## config.mk

```make
export PLATFORM = sky130hd
export DESIGN_NAME = ahb_lite_master_bridge
export DESIGN_NICKNAME = d
export VERILOG_FILES = /design/src/rtl/ahb_lite_master_bridge.sv
export SDC_FILE = /design/constraint.sdc
export NUM_CORES = 1
export LEC_CHECK = 0
export BUFFER_PORTS_ARGS = -buffer_cell sky130_fd_sc_hd__buf_2
export CAP_MARGIN = 40
export CORE_MARGIN = 2
export CORE_UTILIZATION = 38
export CTS_CLUSTER_SIZE = 14
export DETAILED_ROUTE_END_ITERATION = 10
export PLACE_DENSITY = 0.76
export SLEW_MARGIN = 5
export SYNTH_ARGS = -nofsm -noshare
export SYNTH_HDL_FRONTEND = slang
export SYNTH_SLANG_ARGS = --single-unit
```

## constraint.sdc

```tcl
create_clock -name HCLK -period 1.21 [get_ports HCLK]
set_input_delay 0 -clock HCLK [delete_from_list [all_inputs] [get_ports HCLK]]
set_output_delay 0 -clock HCLK [all_outputs]
set_load 0.01 [all_outputs]
```

## src/rtl/ahb_lite_master_bridge.sv

```systemverilog
// ahb_lite_master_bridge
//   Converts the PicoRV32 native memory interface (mem_valid/mem_ready) into
//   single, non-burst AHB-Lite transfers. One transfer is outstanding at a time
//   and all bus-facing and CPU-facing outputs are registered.
//
//   Optional feature macro: AHB_MST_ERR_TRAP_EN
//     defined   -> err_irq/err_addr trap the first errored transfer (sticky
//                  until HRESET).
//     undefined -> err_irq/err_addr tied low; errors are visible only as
//                  mem_rdata == ERR_RDATA.
//
// Ports
//   HCLK, HRESET                   clock, synchronous active-high reset
//   mem_valid/instr/addr/wdata/wstrb  CPU request (wstrb == 0 means read)
//   mem_ready, mem_rdata           one-cycle completion pulse and read data
//   HADDR/HTRANS/HWRITE/HSIZE/HBURST/HPROT/HWDATA  AHB-Lite master outputs
//   HREADY/HRESP/HRDATA            AHB-Lite slave-mux response
//   err_irq, err_addr              sticky bus-error flag and first error address
module ahb_lite_master_bridge #(
    parameter int unsigned AW        = 32,
    parameter logic [31:0] ERR_RDATA = 32'h0000_0000
) (
    input  logic          HCLK,
    input  logic          HRESET,
    input  logic          mem_valid,
    input  logic          mem_instr,
    input  logic [AW-1:0] mem_addr,
    input  logic [31:0]   mem_wdata,
    input  logic [3:0]    mem_wstrb,
    output logic          mem_ready,
    output logic [31:0]   mem_rdata,
    output logic [AW-1:0] HADDR,
    output logic [1:0]    HTRANS,
    output logic          HWRITE,
    output logic [2:0]    HSIZE,
    output logic [2:0]    HBURST,
    output logic [3:0]    HPROT,
    output logic [31:0]   HWDATA,
    input  logic          HREADY,
    input  logic          HRESP,
    input  logic [31:0]   HRDATA,
    output logic          err_irq,
    output logic [AW-1:0] err_addr
);

    typedef enum logic [1:0] {
        S_IDLE,
        S_ADDR,
        S_DATA,
        S_DONE
    } state_t;

    localparam logic [1:0] TR_IDLE   = 2'b00;
    localparam logic [1:0] TR_NONSEQ = 2'b10;

    state_t        state_q, state_d;
    logic [AW-1:0] haddr_q, haddr_d;
    logic [1:0]    htrans_q, htrans_d;
    logic          hwrite_q, hwrite_d;
    logic [2:0]    hsize_q, hsize_d;
    logic [3:0]    hprot_q, hprot_d;
    logic [31:0]   hwdata_q, hwdata_d;
    logic          ready_q, ready_d;
    logic [31:0]   rdata_q, rdata_d;

    // The byte offset comes from the strobes, never from the CPU address LSBs.
    logic          unused_addr_lsb;
    assign unused_addr_lsb = ^mem_addr[1:0];

    logic [2:0]    req_size;
    logic [1:0]    req_off;

    always_comb begin
        req_size = 3'b010;
        req_off  = 2'b00;
        unique case (mem_wstrb)
            4'b0011: begin req_size = 3'b001; req_off = 2'b00; end
            4'b1100: begin req_size = 3'b001; req_off = 2'b10; end
            4'b0001: begin req_size = 3'b000; req_off = 2'b00; end
            4'b0010: begin req_size = 3'b000; req_off = 2'b01; end
            4'b0100: begin req_size = 3'b000; req_off = 2'b10; end
            4'b1000: begin req_size = 3'b000; req_off = 2'b11; end
            default: begin req_size = 3'b010; req_off = 2'b00; end
        endcase
    end

    always_comb begin
        state_d  = state_q;
        haddr_d  = haddr_q;
        htrans_d = htrans_q;
        hwrite_d = hwrite_q;
        hsize_d  = hsize_q;
        hprot_d  = hprot_q;
        hwdata_d = hwdata_q;
        ready_d  = 1'b0;
        rdata_d  = rdata_q;
        unique case (state_q)
            S_IDLE: begin
                if (mem_valid && !ready_q) begin
                    haddr_d  = {mem_addr[AW-1:2], req_off};
                    hwrite_d = |mem_wstrb;
                    hsize_d  = req_size;
                    hprot_d  = {2'b00, 1'b1, ~mem_instr};
                    htrans_d = TR_NONSEQ;
                    state_d  = S_ADDR;
                end
            end
            S_ADDR: begin
                if (HREADY) begin
                    htrans_d = TR_IDLE;
                    hwdata_d = mem_wdata;
                    state_d  = S_DATA;
                end
            end
            S_DATA: begin
                if (HREADY) begin
                    rdata_d = HRESP ? ERR_RDATA : HRDATA;
                    ready_d = 1'b1;
                    state_d = S_DONE;
                end
            end
            S_DONE: begin
                state_d = S_IDLE;
            end
            default: state_d = S_IDLE;
        endcase
    end

    always_ff @(posedge HCLK) begin
        if (HRESET) begin
            state_q  <= S_IDLE;
            haddr_q  <= '0;
            htrans_q <= TR_IDLE;
            hwrite_q <= 1'b0;
            hsize_q  <= 3'b010;
            hprot_q  <= 4'b0011;
            hwdata_q <= '0;
            ready_q  <= 1'b0;
            rdata_q  <= '0;
        end else begin
            state_q  <= state_d;
            haddr_q  <= haddr_d;
            htrans_q <= htrans_d;
            hwrite_q <= hwrite_d;
            hsize_q  <= hsize_d;
            hprot_q  <= hprot_d;
            hwdata_q <= hwdata_d;
            ready_q  <= ready_d;
            rdata_q  <= rdata_d;
        end
    end

    assign HADDR     = haddr_q;
    assign HTRANS    = htrans_q;
    assign HWRITE    = hwrite_q;
    assign HSIZE     = hsize_q;
    assign HBURST    = 3'b000;
    assign HPROT     = hprot_q;
    assign HWDATA    = hwdata_q;
    assign mem_ready = ready_q;
    assign mem_rdata = rdata_q;

`ifdef AHB_MST_ERR_TRAP_EN
    logic          err_irq_q, err_irq_d;
    logic [AW-1:0] err_addr_q, err_addr_d;

    // Only the first error is latched; HADDR is still held during the data phase.
    always_comb begin
        err_irq_d  = err_irq_q;
        err_addr_d = err_addr_q;
        if (state_q == S_DATA && HREADY && HRESP && !err_irq_q) begin
            err_irq_d  = 1'b1;
            err_addr_d = haddr_q;
        end
    end

    always_ff @(posedge HCLK) begin
        if (HRESET) begin
            err_irq_q  <= 1'b0;
            err_addr_q <= '0;
        end else begin
            err_irq_q  <= err_irq_d;
            err_addr_q <= err_addr_d;
        end
    end

    assign err_irq  = err_irq_q;
    assign err_addr = err_addr_q;
`else
    assign err_irq  = 1'b0;
    assign err_addr = '0;
`endif

endmodule

```

# [Yosys cells after proc, flatten, opt, wreduce, memory -nomap -nowiden]
# Index checks and enable logic that the tools add are counted.
[word_totals] latch_bits=0 out_inout_bits=143 in_bits=106 mem_bits_rw=0 memories=0 word_cells=48 ff_bits=106 romBits=0
[classes] add_sub_neg=0 shifts=0 n_lt_le_gt_ge=0 bitwise=2 n_div=0 reduce_logical=14 n_eq_ne=12 multipliers=0 mux=11
[op_table] cell="$mux W32" count=1
[op_table] cell="$mux W2" count=5
[op_table] cell="$eq A4 B2 Y1 const B" count=2
[op_table] cell="$eq A4 B4 Y1 const B" count=2
[op_table] cell="$pmux W2 S2" count=2
[op_table] cell="$pmux W2 S4" count=1
[op_table] cell="$reduce_or A4 Y1" count=2
[op_table] cell="$ne A2 B2 Y1 const B" count=3
[op_table] cell="$pmux W2 S3" count=1
[op_table] cell="$reduce_and A2 Y1" count=3
[op_table] cell="$reduce_and A3 Y1" count=2
[op_table] cell="$reduce_or A2 Y1" count=3
[op_table] cell="$eq A2 B2 Y1 const B" count=2
[op_table] cell="$eq A4 B1 Y1 const B" count=1
[op_table] cell="$eq A4 B3 Y1 const B" count=1
[op_table] cell="$eq A2 B1 Y1 const B" count=1
[op_table] cell="$logic_not A2 Y1" count=1
[op_table] cell="$not A1 Y1" count=2
[op_table] cell="$reduce_bool A2 Y1" count=1
[op_table] cell="$logic_and A1 B1 Y1" count=1
[op_table] cell="$logic_not A1 Y1" count=1
[op_table] cell="$mux W1" count=1

# [Depth between registers and ports, before layout]
[logic_depth] depth_word=4 mapped_depth=7 mapped_depth_nobuf=5

# [Least setup slack after synthesis]
# Ideal clock, no wire load.
[synth_path] path_kind="register -> register" from="reg state_q[0]" to="reg haddr_q[2] (netlist: HADDR[2])" path_buffers=2 synth_period_minus_slack_ps=1327 required_ps=1078 setup_ps=132 path_slack_ps=-117 t_arrival_ps=1195 stages_incl_launch_ff=8 cell_sequence="dfxtp_1 > inv_1 > ha_1 > and3b_1 > buf_2 > buf_2 > nand2_1 > a21oi_1"
[synth_via] elab_chain_cells=2
[synth_rtl] item="start: declaration" line_no="56" text="state_t state_q, state_d;"
[synth_rtl] item="start signal: assignment" line_no="141" text="state_q <= state_d;"
[synth_rtl] item="$logic_not A2 Y1" line_no="97" text="unique case (state_q)"
[synth_rtl] item="$reduce_and A2 Y1 (no line)"
[synth_rtl] item="end signal: assignment" line_no="142" text="haddr_q <= haddr_d;"
[synth_rtl] item="end: declaration" line_no="57" text="logic [AW-1:0] haddr_q, haddr_d;"
# No other way between the ends.
# A chain may end at the register's enable or synchronous reset.

# [Final worst setup path]
[layout_path] from="reg state_q[1]" to="reg rdata_q[2] (netlist: mem_rdata[2])"
[layout_via] elab_chain_cells=2
[layout_rtl] item="$eq A2 B2 Y1" line_no="97"
[layout_rtl] item="$reduce_and A2 Y1 (no line)"
[layout_rtl] item="end signal: assignment" line_no="149" text="rdata_q <= rdata_d;"
[layout_rtl] item="end: declaration" line_no="64" text="logic [31:0] rdata_q, rdata_d;"
# No other way between the ends.

==> metrics.cfg <==
[placement]
dpl.hpwl_um=7256
gp_congestion=0.7362
place_area_um2=5030
placedCellCount=766
numPortBuffers=205

[die]
start_util=0.3945
die_height_um=105.2
rows=36
die_w_um=105.2
dieArea_um2=11070
core_um2=9864
num_io_pins=249

[grt]
use_met1=0.2395
gr-usage-all-layers=0.2192
grt_max_degree=33
grt.overflow.total=0
grt_pass1_vias=4107
grt_most_used_layer=met2
grt.met3_usage=0.05989
antenna_found_initial=0
grt_pass1_wl_um=19370
gr-usage-met2=0.3894

[drt]
vias=4302
drtAntennaViolNets=0
wirelength_um=13900
drt_iter0_drc=220
post-route-drc-count=0
routedWlPerCell_um=15.44
vias_per_cell=4.780
drtPass1Iterations=4

[pwr]
power_density_nw_per_um2=1566
p_leak_uw=0.003244
p_total_uw=10760
ir_worst_vdd_uv=739.4

[sta]
setup_slack_ns=-0.1952
clock.fmax_mhz=711.6
rsz0062_at_grt=true
period_minus_slack_ns=1.405
setup_viol=102
fin_crit_sh=1.161
report.final.slew_viol_count=0
hold_viol=0
fin_worst_skew_ns=0.01205

[critical_path]
start_kind=register
critPathSlowestCell=dfxtp_4
regToRegEndpoint=mem_rdata[2]
path_class=register to register
cp.arrival_ns=1.71
cp_max_fo=8
worstPathRequired_ns=1.52
r2r_start=state_q[1]
path_cells=buf_4 > ha_4 > nand2_4 > nor3_4 > buf_6 > clkbuf_16 > a22o_1
slowest_delay_ns=0.37
cp-end-kind=register
r2r_setup_slack_ns=-0.20
reg2reg_depth=7

[clock_tree]
htreeDepth=3
clkSlewWorstSetupHoldPaths_ns=0.10
cts_buffer_depth=2
cts_tree=yes
clock_sinks=104
clock_latency_ns=0.36
root_buffer=clkbuf_8
numCtsBuffers=9

[worst_hold_path]
hold-path-endpoint=HTRANS[1]
hp-class=primary input to register
worstHoldPathCells=4
min_from=mem_valid

[synth]
synthArstFlopShare=0
yosysWarnings=0
netlist_area_um2=3891
synth_seq_cells=104
yosysUniqueCellTypes=30
synth_cells=442
synth.largest_area_cell=dfxtp_1
synth_edf_count=0
synth_area_leaders=dfxtp_1, nand2_1, a21oi_1
synthMostInstantiatedCell=nand2_1
yosysTopAreaCellShare=0.5350
synth-main-ff-cell=dfxtp_1
syn_avg_cell_area_um2=8.804
synth-seq-area-share=0.5350
synthTopCellsByCount=nand2_1, dfxtp_1, a21oi_1, buf_4, a22o_1

[final_layout]
final_cells=900
syn_to_final_growth_pct=76.56
final_util=0.6965
fin_area_um2=6870
drive_above_1_share=0.4289
nets=871
antenna_cells=0
fillers=675

[outcome]
violations=negative setup slack
status=finished, violations left

[run]
max-cap-violations=0

==> registers in the layout, indices dropped and copies added, names as in the netlist <==
signal and flops:
HWRITE 1, HWDATA 32, HSIZE 2, mem_rdata 32, state_q 2, HADDR 32
mem_ready 1, HPROT 1, HTRANS 1
==> power breakdown <==
group | internal [uW] | total [uW] | switching (uW) | leakage (uW)
registers | 3930 | 4220 | 286 | 0.000847
clock network | 814 | 2030 | 1210 | 0.0000926
logic | 2300 | 4510 | 2210 | 0.00230
total | 7050 | 10800 | 3710 | 0.00324
==> logic make-up (layout without fill, tap and decap cells) <==
family	after synthesis	count (layout)	share of synthesized area
AO/OA/AOI/OAI	107	107	0.1736
XOR/XNOR	2	2	0.004502
adder cells (fa/ha/maj)	3	3	0.009647
buffers and inverters	73	359	0.1161
flip-flops	104	104	0.5350
multiplexers	1	1	0.002572
other	2	41	0.001930
AND/OR/NAND/NOR	150	150	0.1566
==> per-stage QoR <==
| stage | hold slack, ns | TNS (ns) | worst slack, ns |
|---|---|---|---|
| detailed placement | 0.2168 | -8.886 | -0.1753 |
| global placement | 0.2085 | -6.232 | -0.1133 |
| floorplan | 0.1255 | -1.913 | -0.06766 |
| global route | 0.05677 | -15.93 | -0.2433 |
| finish | 0.05147 | -9.969 | -0.1952 |
| CTS | 0.01359 | -10.25 | -0.1435 |
==> placed cells by master (no fill, tap or decap), types with 2 or more instances in the layout <==
| cell | n |
|---|---|
| buf_12 | 11 |
| clkinv_2 | 2 |
| a22o_1 | 32 |
| nor2_1 | 7 |
| buf_4 | 13 |
| nand3b_1 | 3 |
| clkinv_4 | 2 |
| buf_6 | 3 |
| a311oi_2 | 2 |
| buf_16 | 2 |
| nand2_4 | 13 |
| buf_2 | 205 |
| nand2_2 | 8 |
| a21oi_2 | 36 |
| conb_1 | 41 |
| clkbuf_8 | 10 |
| inv_4 | 2 |
| ha_4 | 3 |
| nand2b_1 | 3 |
| dlygate4sd3_1 | 99 |
| dfxtp_1 | 102 |
| a21oi_1 | 31 |
| clkbuf_16 | 6 |
| nand2_1 | 108 |
==> how the worst max path moves through the flow <==
stage,startpoint,end,slack (ns),depth (start not counted)
final,state_q[1],mem_rdata[2],-0.20,7
after global routing,state_q[1],mem_rdata[23],-0.24,7
after CTS,state_q[1],HADDR[0],-0.14,5
after detailed placement,state_q[1],HPROT[0],-0.18,6
after global placement,state_q[1],HPROT[0],-0.11,6
after floorplan,state_q[1],HADDR[0],-0.07,5
==> layer usage <==
layer	vias to the layer above	part of all wire	routed length, um
li1	2025	-	-
met1	1996	0.38	5252
met2	238	0.52	7189
met3	43	0.068	939
met4	0	0.037	519
met5	-	0	0
==> cell type report <==
class                           instances  area [um2]  share of cell area
Clock inverter                          6       43.79            0.006374
Sequential cell                       104        2087              0.3038
Clock buffer                           10       137.6             0.02003
Tap cell                              133       166.4             0.02422
Multi-Input combinational cell        304        1831              0.2664
Timing Repair Buffer                  340        2589              0.3768
Inverter                                3       16.27            0.002368
==> repair_timing <==
action                                  CTS  global route
endpoints found under the setup margin  103           103
gates cloned                              2             7
resized for setup                        33            64
endpoints found under the hold margin    97             0
hold buffers                             99             0
buffers inserted                          5             7
pin swaps                                13            13
==> critical path, delay by kind of cell, from the launching register on <==
| family | cells | cell delay (ns) |
|---|---|---|
| AO/OA/AOI/OAI | 1 | 0.12 |
| adder cells (fa/ha/maj) | 1 | 0.17 |
| AND/OR/NAND/NOR | 2 | 0.26 |
| buffers and inverters | 3 | 0.44 |
| flip-flops | 1 | 0.37 |
No activity file was read; power rests on OpenSTA's default activity.
